## src/rtl/cfg_write_scheduler.sv

```systemverilog
// ---------------------------------------------------------------------------
// cfg_write_scheduler
//
// Merges byte-wide configuration writes from two requesters (host and
// sweep/sequencer) into a small in-order FIFO. The FIFO is drained at most
// one entry per synth frame, in the frame_state slot COMMIT_STATE, so
// register updates never land in the middle of a voice computation.
//
// Ports
//   clk          sole clock, rising edge
//   reset        synchronous active-high reset
//   frame_state  synth sequencer state 0..7
//   host_valid / host_addr / host_data / host_ready
//                host byte-write request channel
//   seq_valid  / seq_addr  / seq_data  / seq_ready
//                sequencer byte-write request channel
//                addr[3:1] = cfg word address, addr[0] = byte select
//   cfg_we       byte enables to the cfg register file ([0] low, [1] high)
//   cfg_w_addr   cfg word address
//   cfg_w_data   write byte replicated in both halves
//   fifo_count   number of queued entries, 0..DEPTH
// ---------------------------------------------------------------------------

// Runtime invariants of the scheduler, kept apart from the datapath.
module cfg_write_scheduler_chk #(
    parameter int DEPTH = 4
) (
    input logic       clk,
    input logic       reset,
    input logic       host_valid,
    input logic       host_ready,
    input logic       seq_valid,
    input logic       seq_ready,
    input logic [1:0] cfg_we,
    input logic [3:0] fifo_count
);

    a_single_ready: assert property (@(posedge clk) !(host_ready && seq_ready));

    a_host_ready_needs_valid: assert property (@(posedge clk) host_ready |-> host_valid);

    a_seq_ready_needs_valid: assert property (@(posedge clk) seq_ready |-> seq_valid);

    a_count_bound: assert property (@(posedge clk) 32'(fifo_count) <= DEPTH);

    a_single_byte_enable: assert property (@(posedge clk) cfg_we != 2'b11);

    a_reset_quiet: assert property (@(posedge clk)
        reset |-> (!host_ready && !seq_ready && (cfg_we == 2'b00)));

endmodule

module cfg_write_scheduler #(
    parameter int DEPTH        = 4,
    parameter int COMMIT_STATE = 7
) (
    input  logic        clk,
    input  logic        reset,
    input  logic [2:0]  frame_state,
    input  logic        host_valid,
    input  logic [3:0]  host_addr,
    input  logic [7:0]  host_data,
    output logic        host_ready,
    input  logic        seq_valid,
    input  logic [3:0]  seq_addr,
    input  logic [7:0]  seq_data,
    output logic        seq_ready,
    output logic [1:0]  cfg_we,
    output logic [2:0]  cfg_w_addr,
    output logic [15:0] cfg_w_data,
    output logic [3:0]  fifo_count
);

    localparam int         PTR_W          = (DEPTH > 1) ? $clog2(DEPTH) : 1;
    localparam logic [3:0] DEPTH_C        = 4'(DEPTH);
    localparam logic [2:0] COMMIT_STATE_C = 3'(COMMIT_STATE);

    // FIFO entry layout: {addr[3:0], data[7:0]}
    logic [11:0]      mem_r [DEPTH];
    logic [PTR_W-1:0] wr_ptr_r;
    logic [PTR_W-1:0] rd_ptr_r;
    logic [3:0]       count_r;

    // Set when the most recent accept came from the host. Cleared at reset
    // so the host wins the first tie.
    logic             last_host_r;

    logic             full_s;
    logic             empty_s;
    logic             grant_host_s;
    logic             grant_seq_s;
    logic             room_s;
    logic             accept_host_s;
    logic             accept_seq_s;
    logic             push_s;
    logic             pop_s;
    logic [11:0]      push_entry_s;
    logic [11:0]      head_s;

    assign full_s  = (count_r == DEPTH_C);
    assign empty_s = (count_r == 4'd0);
    assign head_s  = mem_r[rd_ptr_r];

    // Round-robin grant between the two requesters; no grant when idle.
    always_comb begin
        grant_host_s = 1'b0;
        grant_seq_s  = 1'b0;
        if (host_valid && seq_valid) begin
            grant_host_s = !last_host_r;
            grant_seq_s  = last_host_r;
        end else if (host_valid) begin
            grant_host_s = 1'b1;
        end else if (seq_valid) begin
            grant_seq_s = 1'b1;
        end else begin
            grant_host_s = 1'b0;
            grant_seq_s  = 1'b0;
        end
    end

    // Ready only to the granted side, and only while a slot is free. A full
    // FIFO keeps ready low even in the commit cycle: the slot freed by the
    // pop becomes usable one cycle later.
    always_comb begin
        room_s        = !full_s && !reset;
        host_ready    = grant_host_s && room_s;
        seq_ready     = grant_seq_s && room_s;
        accept_host_s = host_valid && host_ready;
        accept_seq_s  = seq_valid && seq_ready;
        push_s        = accept_host_s || accept_seq_s;
    end

    // Select the payload of whichever requester was accepted.
    always_comb begin
        push_entry_s = 12'h000;
        if (accept_host_s) begin
            push_entry_s = {host_addr, host_data};
        end else if (accept_seq_s) begin
            push_entry_s = {seq_addr, seq_data};
        end else begin
            push_entry_s = 12'h000;
        end
    end

    // Commit decision uses only registered FIFO state, so an entry pushed in
    // the commit slot cannot bypass straight to the register file.
    always_comb begin
        pop_s      = !reset && !empty_s && (frame_state == COMMIT_STATE_C);
        cfg_w_addr = head_s[11:9];
        cfg_w_data = {head_s[7:0], head_s[7:0]};
        if (pop_s) begin
            cfg_we = head_s[8] ? 2'b10 : 2'b01;
        end else begin
            cfg_we = 2'b00;
        end
    end

    assign fifo_count = count_r;

    // FIFO storage: written at the write pointer on every accept.
    always_ff @(posedge clk) begin
        if (reset) begin
            for (int i = 0; i < DEPTH; i++) begin
                mem_r[i] <= 12'h000;
            end
        end else if (push_s) begin
            mem_r[wr_ptr_r] <= push_entry_s;
        end else begin
            mem_r[wr_ptr_r] <= mem_r[wr_ptr_r];
        end
    end

    // FIFO pointers and occupancy; pointers wrap naturally at DEPTH.
    always_ff @(posedge clk) begin
        if (reset) begin
            wr_ptr_r <= '0;
            rd_ptr_r <= '0;
            count_r  <= 4'd0;
        end else begin
            if (push_s) begin
                wr_ptr_r <= PTR_W'(wr_ptr_r + 1'b1);
            end else begin
                wr_ptr_r <= wr_ptr_r;
            end
            if (pop_s) begin
                rd_ptr_r <= PTR_W'(rd_ptr_r + 1'b1);
            end else begin
                rd_ptr_r <= rd_ptr_r;
            end
            count_r <= count_r + {3'b000, push_s} - {3'b000, pop_s};
        end
    end

    // Round-robin history advances only on a real accept.
    always_ff @(posedge clk) begin
        if (reset) begin
            last_host_r <= 1'b0;
        end else if (accept_host_s) begin
            last_host_r <= 1'b1;
        end else if (accept_seq_s) begin
            last_host_r <= 1'b0;
        end else begin
            last_host_r <= last_host_r;
        end
    end

    cfg_write_scheduler_chk #(
        .DEPTH (DEPTH)
    ) u_chk (
        .clk        (clk),
        .reset      (reset),
        .host_valid (host_valid),
        .host_ready (host_ready),
        .seq_valid  (seq_valid),
        .seq_ready  (seq_ready),
        .cfg_we     (cfg_we),
        .fifo_count (fifo_count)
    );

endmodule
```

## config.mk

```make
export PLATFORM = sky130hd
export DESIGN_NAME = cfg_write_scheduler
export DESIGN_NICKNAME = d
export VERILOG_FILES = /design/src/rtl/cfg_write_scheduler.sv
export SDC_FILE = /design/constraint.sdc
export NUM_CORES = 1
export LEC_CHECK = 0
export CAP_MARGIN = 20
export CORE_ASPECT_RATIO = 0.9
export CORE_MARGIN = 2
export CORE_UTILIZATION = 51
export CTS_BUF_LIST = sky130_fd_sc_hd__clkbuf_4 sky130_fd_sc_hd__clkbuf_8 sky130_fd_sc_hd__clkbuf_16
export DETAILED_ROUTE_END_ITERATION = 12
export PLACE_DENSITY = 0.88
export SLEW_MARGIN = 20
export SYNTH_ARGS = -nofsm -noshare
export SYNTH_HDL_FRONTEND = slang
export SYNTH_SLANG_ARGS = --single-unit
```

## constraint.sdc

```tcl
create_clock -name clk -period 2.9 [get_ports clk]
set_input_delay 0.87 -clock clk [delete_from_list [all_inputs] [get_ports clk]]
set_output_delay 0.87 -clock clk [all_outputs]
set_load 0.005 [all_outputs]
```

==> Yosys cells after proc, flatten, opt, wreduce, memory -nomap -nowiden <==
Memory sizes are Yosys's and may differ from the RTL's. A register that Yosys moved wholly into a read port is not among the register bits.
Index checks and enable logic that the tools add are counted.
{ "word_totals": {"ff_bits": 9, "latchBits": 0, "mem_bits_rw": 48, "romBits": 0, "in_bits": 31, "out_inout_bits": 27, "word_cells": 55, "mem_count": 1} }
{ "mem_list": {"columns": ["memory", "words", "word_bits", "read_ports", "rd_clocked_by_memory_dff", "wr", "line", "text"], "rows": [
  ["mem_r", 4, 12, 1, 1, 4, "79", "logic [11:0] mem_r [DEPTH];"]
]} }
{ "op_classes": {"add_sub_neg": 4, "multipliers": 0, "div_mod_pow": 0, "order_cmp": 0, "eq_ne": 3, "shifts": 0, "n_mux": 25, "bitwise": 1, "reduce_logical": 17} }
{ "ops": {"columns": ["op", "count"], "rows": [
  ["2-to-1 mux 12 bit", 4],
  ["2-to-1 mux 1 bit", 16],
  ["OR reduction 12 bit", 1],
  ["2-to-1 mux 2 bit", 5],
  ["logical AND 1 bit", 8],
  ["adder 2 x 1 -> 2 bit, second input constant", 2],
  ["adder 4 x 1 -> 4 bit", 1],
  ["equality test 4 x 3 -> 1 bit, second input constant", 1],
  ["zero test 1 bit", 4],
  ["zero test 4 bit", 1],
  ["subtractor 4 x 1 -> 4 bit", 1],
  ["equality test 3 bit, second input constant", 1],
  ["AND reduction 2 bit", 1],
  ["nonzero test 2 bit", 1],
  ["logical OR 1 bit", 1],
  ["inequality test 0 bit", 1],
  ["OR 1 bit", 1]
]} }

==> Logic depth before layout (Yosys ltp) <==
{ "depth": {"ltp_word": 13, "ltp_mapped": 13, "mapped_depth_nobuf": 12} }

==> Worst setup path before layout <==
OpenSTA, ideal clock, no wires.
{ "synth_path": {"path_kind": "input -> register", "from": "input port seq_valid", "to": "register count_r[3] (netlist: fifo_count[3])", "setup_time_ns": 0.121, "arrival_time_ns": 2.614, "required_time_ns": 2.779, "path_slack_ns": 0.165, "cell_stages": 10, "n_path_buf": 2, "cell_sequence": "buf_6 or2_2 buf_2 nand2b_1 ha_1 inv_1 ha_1 a21o_1 a21oi_1 mux2_2"} }
{ "synth_via": {"elab_chain_cells": 8, "word_cells_on_any_way": 12, "classes_between": "add/sub (2); mux (4); reduce/logical (6)"} }
{ "synth_rtl": {"columns": ["element", "line", "text"], "rows": [
  ["start, declared", "64", "input logic seq_valid,"],
  ["2-to-1 mux 1 bit", "113", "end else if (seq_valid) begin"],
  ["2-to-1 mux 1 bit", "111", "end else if (host_valid) begin"],
  ["2-to-1 mux 1 bit", "108", "if (host_valid && seq_valid) begin"],
  ["logical AND 1 bit", "127", "seq_ready = grant_seq_s && room_s;"],
  ["logical AND 1 bit", "129", "accept_seq_s = seq_valid && seq_ready;"],
  ["logical OR 1 bit (*)", "130", "push_s = accept_host_s || accept_seq_s;"],
  ["adder 4 x 1 -> 4 bit (*)", "190", "count_r <= count_r + {3'b000, push_s} - {3'b000, pop_s};"],
  ["subtractor 4 x 1 -> 4 bit (*)", "190", null],
  ["end signal, assigned", "190", null],
  ["end, declared", "82", "logic [3:0] count_r;"]
]} }
Mark *: on every way between the ends. The rest lies on a longest branch, timed or not.
A chain may end at the register's enable or synchronous reset.

==> results.sh <==
export IMPL_critical_path_arrival_ns=1.95
export IMPL_grt_usage=0.214
export IMPL_die_w_um=82.9
export IMPL_cts_buffers=9
export IMPL_synth_top_cell_by_area="edfxtp_1"
export IMPL_postLayoutCoreUtil=0.694
export IMPL_fin_crit_sh=0.974
export IMPL_r2r_end="fifo_count[3]"
export IMPL_cts_sinks=59
export IMPL_fmax_mhz=354
export IMPL_p_sw_uw=705
export IMPL_layout_nets=320
export IMPL_fp_row_count=25
export IMPL_port_buffers=57
export IMPL_p_per_area_nw_per_um2=688
export IMPL_max_slew_margin=0.561
export IMPL_synthesis_area_um2=2860
export IMPL_drtPass1Iterations=4
export IMPL_slew_violations=0
export IMPL_min_to="rd_ptr_r[1]"
export IMPL_power_internal_mw=1.84
export IMPL_ir_drop_mv=0.461
export IMPL_hold_depth=1
export IMPL_start_util=0.538
export IMPL_h_tree_depth=3
export IMPL_cts_root_buf="clkbuf_8"
export IMPL_leakage_nw=1.39
export IMPL_wl_met3_um=593
export IMPL_cp_data_required_time_ns=2.03
export IMPL_grt_overflow=0
export IMPL_yosysWarnings=0
export IMPL_crit_path_start_kind="register"
export IMPL_power_frac_seq=0.441
export IMPL_drtAntennaViolNets=0
export IMPL_async_flop_share=0
export IMPL_drive_above_1_share=0.209
export IMPL_dr_first_iter_drc_count=173
export IMPL_synth_area_leaders="edfxtp_1, mux4_2, dfxtp_1"
export IMPL_clkPwrFrac=0.280
export IMPL_crit_type="reg2out"
export IMPL_fin_crit_ns=2.82
export IMPL_synth_most_common_cell="nor2_1"
export IMPL_antenna_cells=0
export IMPL_grt_pass1_wl_mm=9.88
export IMPL_via_per_inst=5.66
export IMPL_grt_pass1_vias=2040
export IMPL_fin_cells=354
export IMPL_yosys_register_bits=59
export IMPL_fin_skew_ns=0.00513
export IMPL_power_switching_share=0.278
export IMPL_drcViolationCount=0
export IMPL_wl_met1_mm=2.20
export IMPL_r2r_start="fifo_count[2]"
export IMPL_power_frac_comb=0.278
export IMPL_hold_violations=0
export IMPL_cts_tree="yes"
export IMPL_min_delay_path_class="reg2reg"
export IMPL_synth_common_cells="nor2_1, edfxtp_1, a32oi_1, mux4_2, dfxtp_1"
export IMPL_holdCritStartpoint="rd_ptr_r[1]"
export IMPL_synth_edf_count=48
export IMPL_clock_path_buffers=2
export IMPL_reg2reg_depth=12
export IMPL_dr_wl_met2_mm=3.21
export IMPL_die_h_um=75.0
export IMPL_io_pins=58
export IMPL_dp_hpwl_mm=4.36
export IMPL_synthFlopType="edfxtp_1"
export IMPL_avgSynthCellArea_um2=13.3
export IMPL_ys_seq_area_frac=0.581
export IMPL_path_clk_slew_ns=0.07
export IMPL_netlist_instances=215
export IMPL_outcome="finished, final reports clean"
export IMPL_dp_cells=337
export IMPL_clk_insertion_delay_late_ns=0.33
export IMPL_setup_violations=0
export IMPL_crit_fanout=11
export IMPL_antenna_found_initial=0
export IMPL_die_area_um2=6220
export IMPL_r2r_setup_slack_ns=0.42
export IMPL_area_delta_synth_final_pct=29.1
export IMPL_setup_tns_ns=0
export IMPL_worst_pin_slew_ns=0.659
export IMPL_netlist_area_leader_share=0.504
export IMPL_vias=2002
export IMPL_end_kind="output port"
export IMPL_hold_buffers=0
export IMPL_highest_layer="met4"
export IMPL_core_um2=5320
export IMPL_synth_cell_types=37
export IMPL_routed_wl_mm=6.10
export IMPL_wl_per_cell_um=17.2
export IMPL_cap_viol_max_count=0
export IMPL_gp_congestion=0.814
export IMPL_syn_nets=253
export IMPL_grt_start_max_net_pins=18
[how the worst max path moves through the flow]
stage          cells past startpoint            end  slack, ns
3_5_place_dp                       5      cfg_we[1]      -0.28
6_report                           3  cfg_w_data[0]       0.08
4_1_cts                            3  cfg_w_data[0]       0.02
5_1_grt                            3  cfg_w_data[0]     -0.002
3_3_place_gp                       5      cfg_we[1]      -0.26
2_1_floorplan                     10  fifo_count[3]       0.17
[power by group through the flow]
| stage | logic [mW] | registers, mW | clock network, mW |
|---|---|---|---|
| after detailed placement | 0.694 | 1.14 | 0 |
| final | 0.707 | 1.12 | 0.712 |
| after global placement | 0.668 | 1.13 | 0 |
| after floorplan | 0.425 | 1.12 | 0 |
| after CTS | 0.703 | 1.12 | 0.719 |
| after global routing | 0.769 | 1.14 | 0.758 |
[state kept, by name, indices dropped and copies added, names as in the netlist, named ones only]
| signal | count |
|---|---|
| mem_r | 48 |
| wr_ptr_r | 2 |
| rd_ptr_r | 2 |
| last_host_r | 1 |
| fifo_count | 4 |
[metrics by stage]
| step | instance area, µm² | hold slack, ns | power, mW | setup slack, ns |
|---|---|---|---|---|
| floorplan | 2860 | 0.431 | 1.55 | 0.165 |
| global placement | 3500 | 0.445 | 1.80 | -0.265 |
| detailed placement | 3500 | 0.457 | 1.83 | -0.282 |
| CTS | 3690 | 0.474 | 2.54 | 0.0183 |
| global route | 3690 | 0.499 | 2.66 | -0.00217 |
| finish | 3690 | 0.475 | 2.54 | 0.0756 |
[repair_timing]
| action | 4_1_cts | 5_1_grt |
|---|---|---|
| pin swaps | 1 | 0 |
| resized for setup | 11 | 1 |
| setup endpoints to repair | 4 | 16 |
| buffers inserted | 1 | 0 |
[layout by cell type, fill, tap and decap left out, types with 2 or more instances in the layout]
| master | n |
|---|---|
| o21ai_0 | 3 |
| edfxtp_1 | 48 |
| a21oi_1 | 5 |
| nor2_1 | 53 |
| a32oi_1 | 12 |
| inv_1 | 7 |
| nand2b_1 | 6 |
| clkinv_2 | 3 |
| dlygate4sd2_1 | 9 |
| clkdlybuf4s50_1 | 48 |
| nor2b_1 | 4 |
| dfxtp_1 | 11 |
| buf_4 | 20 |
| clkbuf_8 | 9 |
| nand4b_2 | 2 |
| or3_1 | 2 |
| ha_1 | 6 |
| nor3b_1 | 2 |
| mux4_2 | 12 |
[cells by family after synthesis]
logic type	after synthesis	share of synthesized area
xor+xnor	1	0.00306
buf+inv	29	0.0674
fa+ha+maj	7	0.0333
mux	14	0.102
simple gates	79	0.142
compound gates	26	0.0713
flops	59	0.581
[layout make-up]
type / count / area (µm²)
repair buffers: 78 / 721
clock inverters: 6 / 56.3
flip-flops and latches: 59 / 1660
multi-input cells: 127 / 1010
fillers: 360 / 1630
clock buffers: 10 / 131
well taps: 67 / 83.8
inverters: 7 / 26.3
[layer usage]
metal,vias to the layer above,global-route usage
met1,973,0.245
li1,918,-
met3,10,0.0746
met5,-,0
met4,0,0.102
met2,101,0.369
[critical path, cell delays in order (launching register included)]
cell             delay, ns
dfxtp_1               0.37
buf_6                 0.22
mux4_2                0.56
clkdlybuf4s50_1       0.47
(Power assumes the default switching activity.)
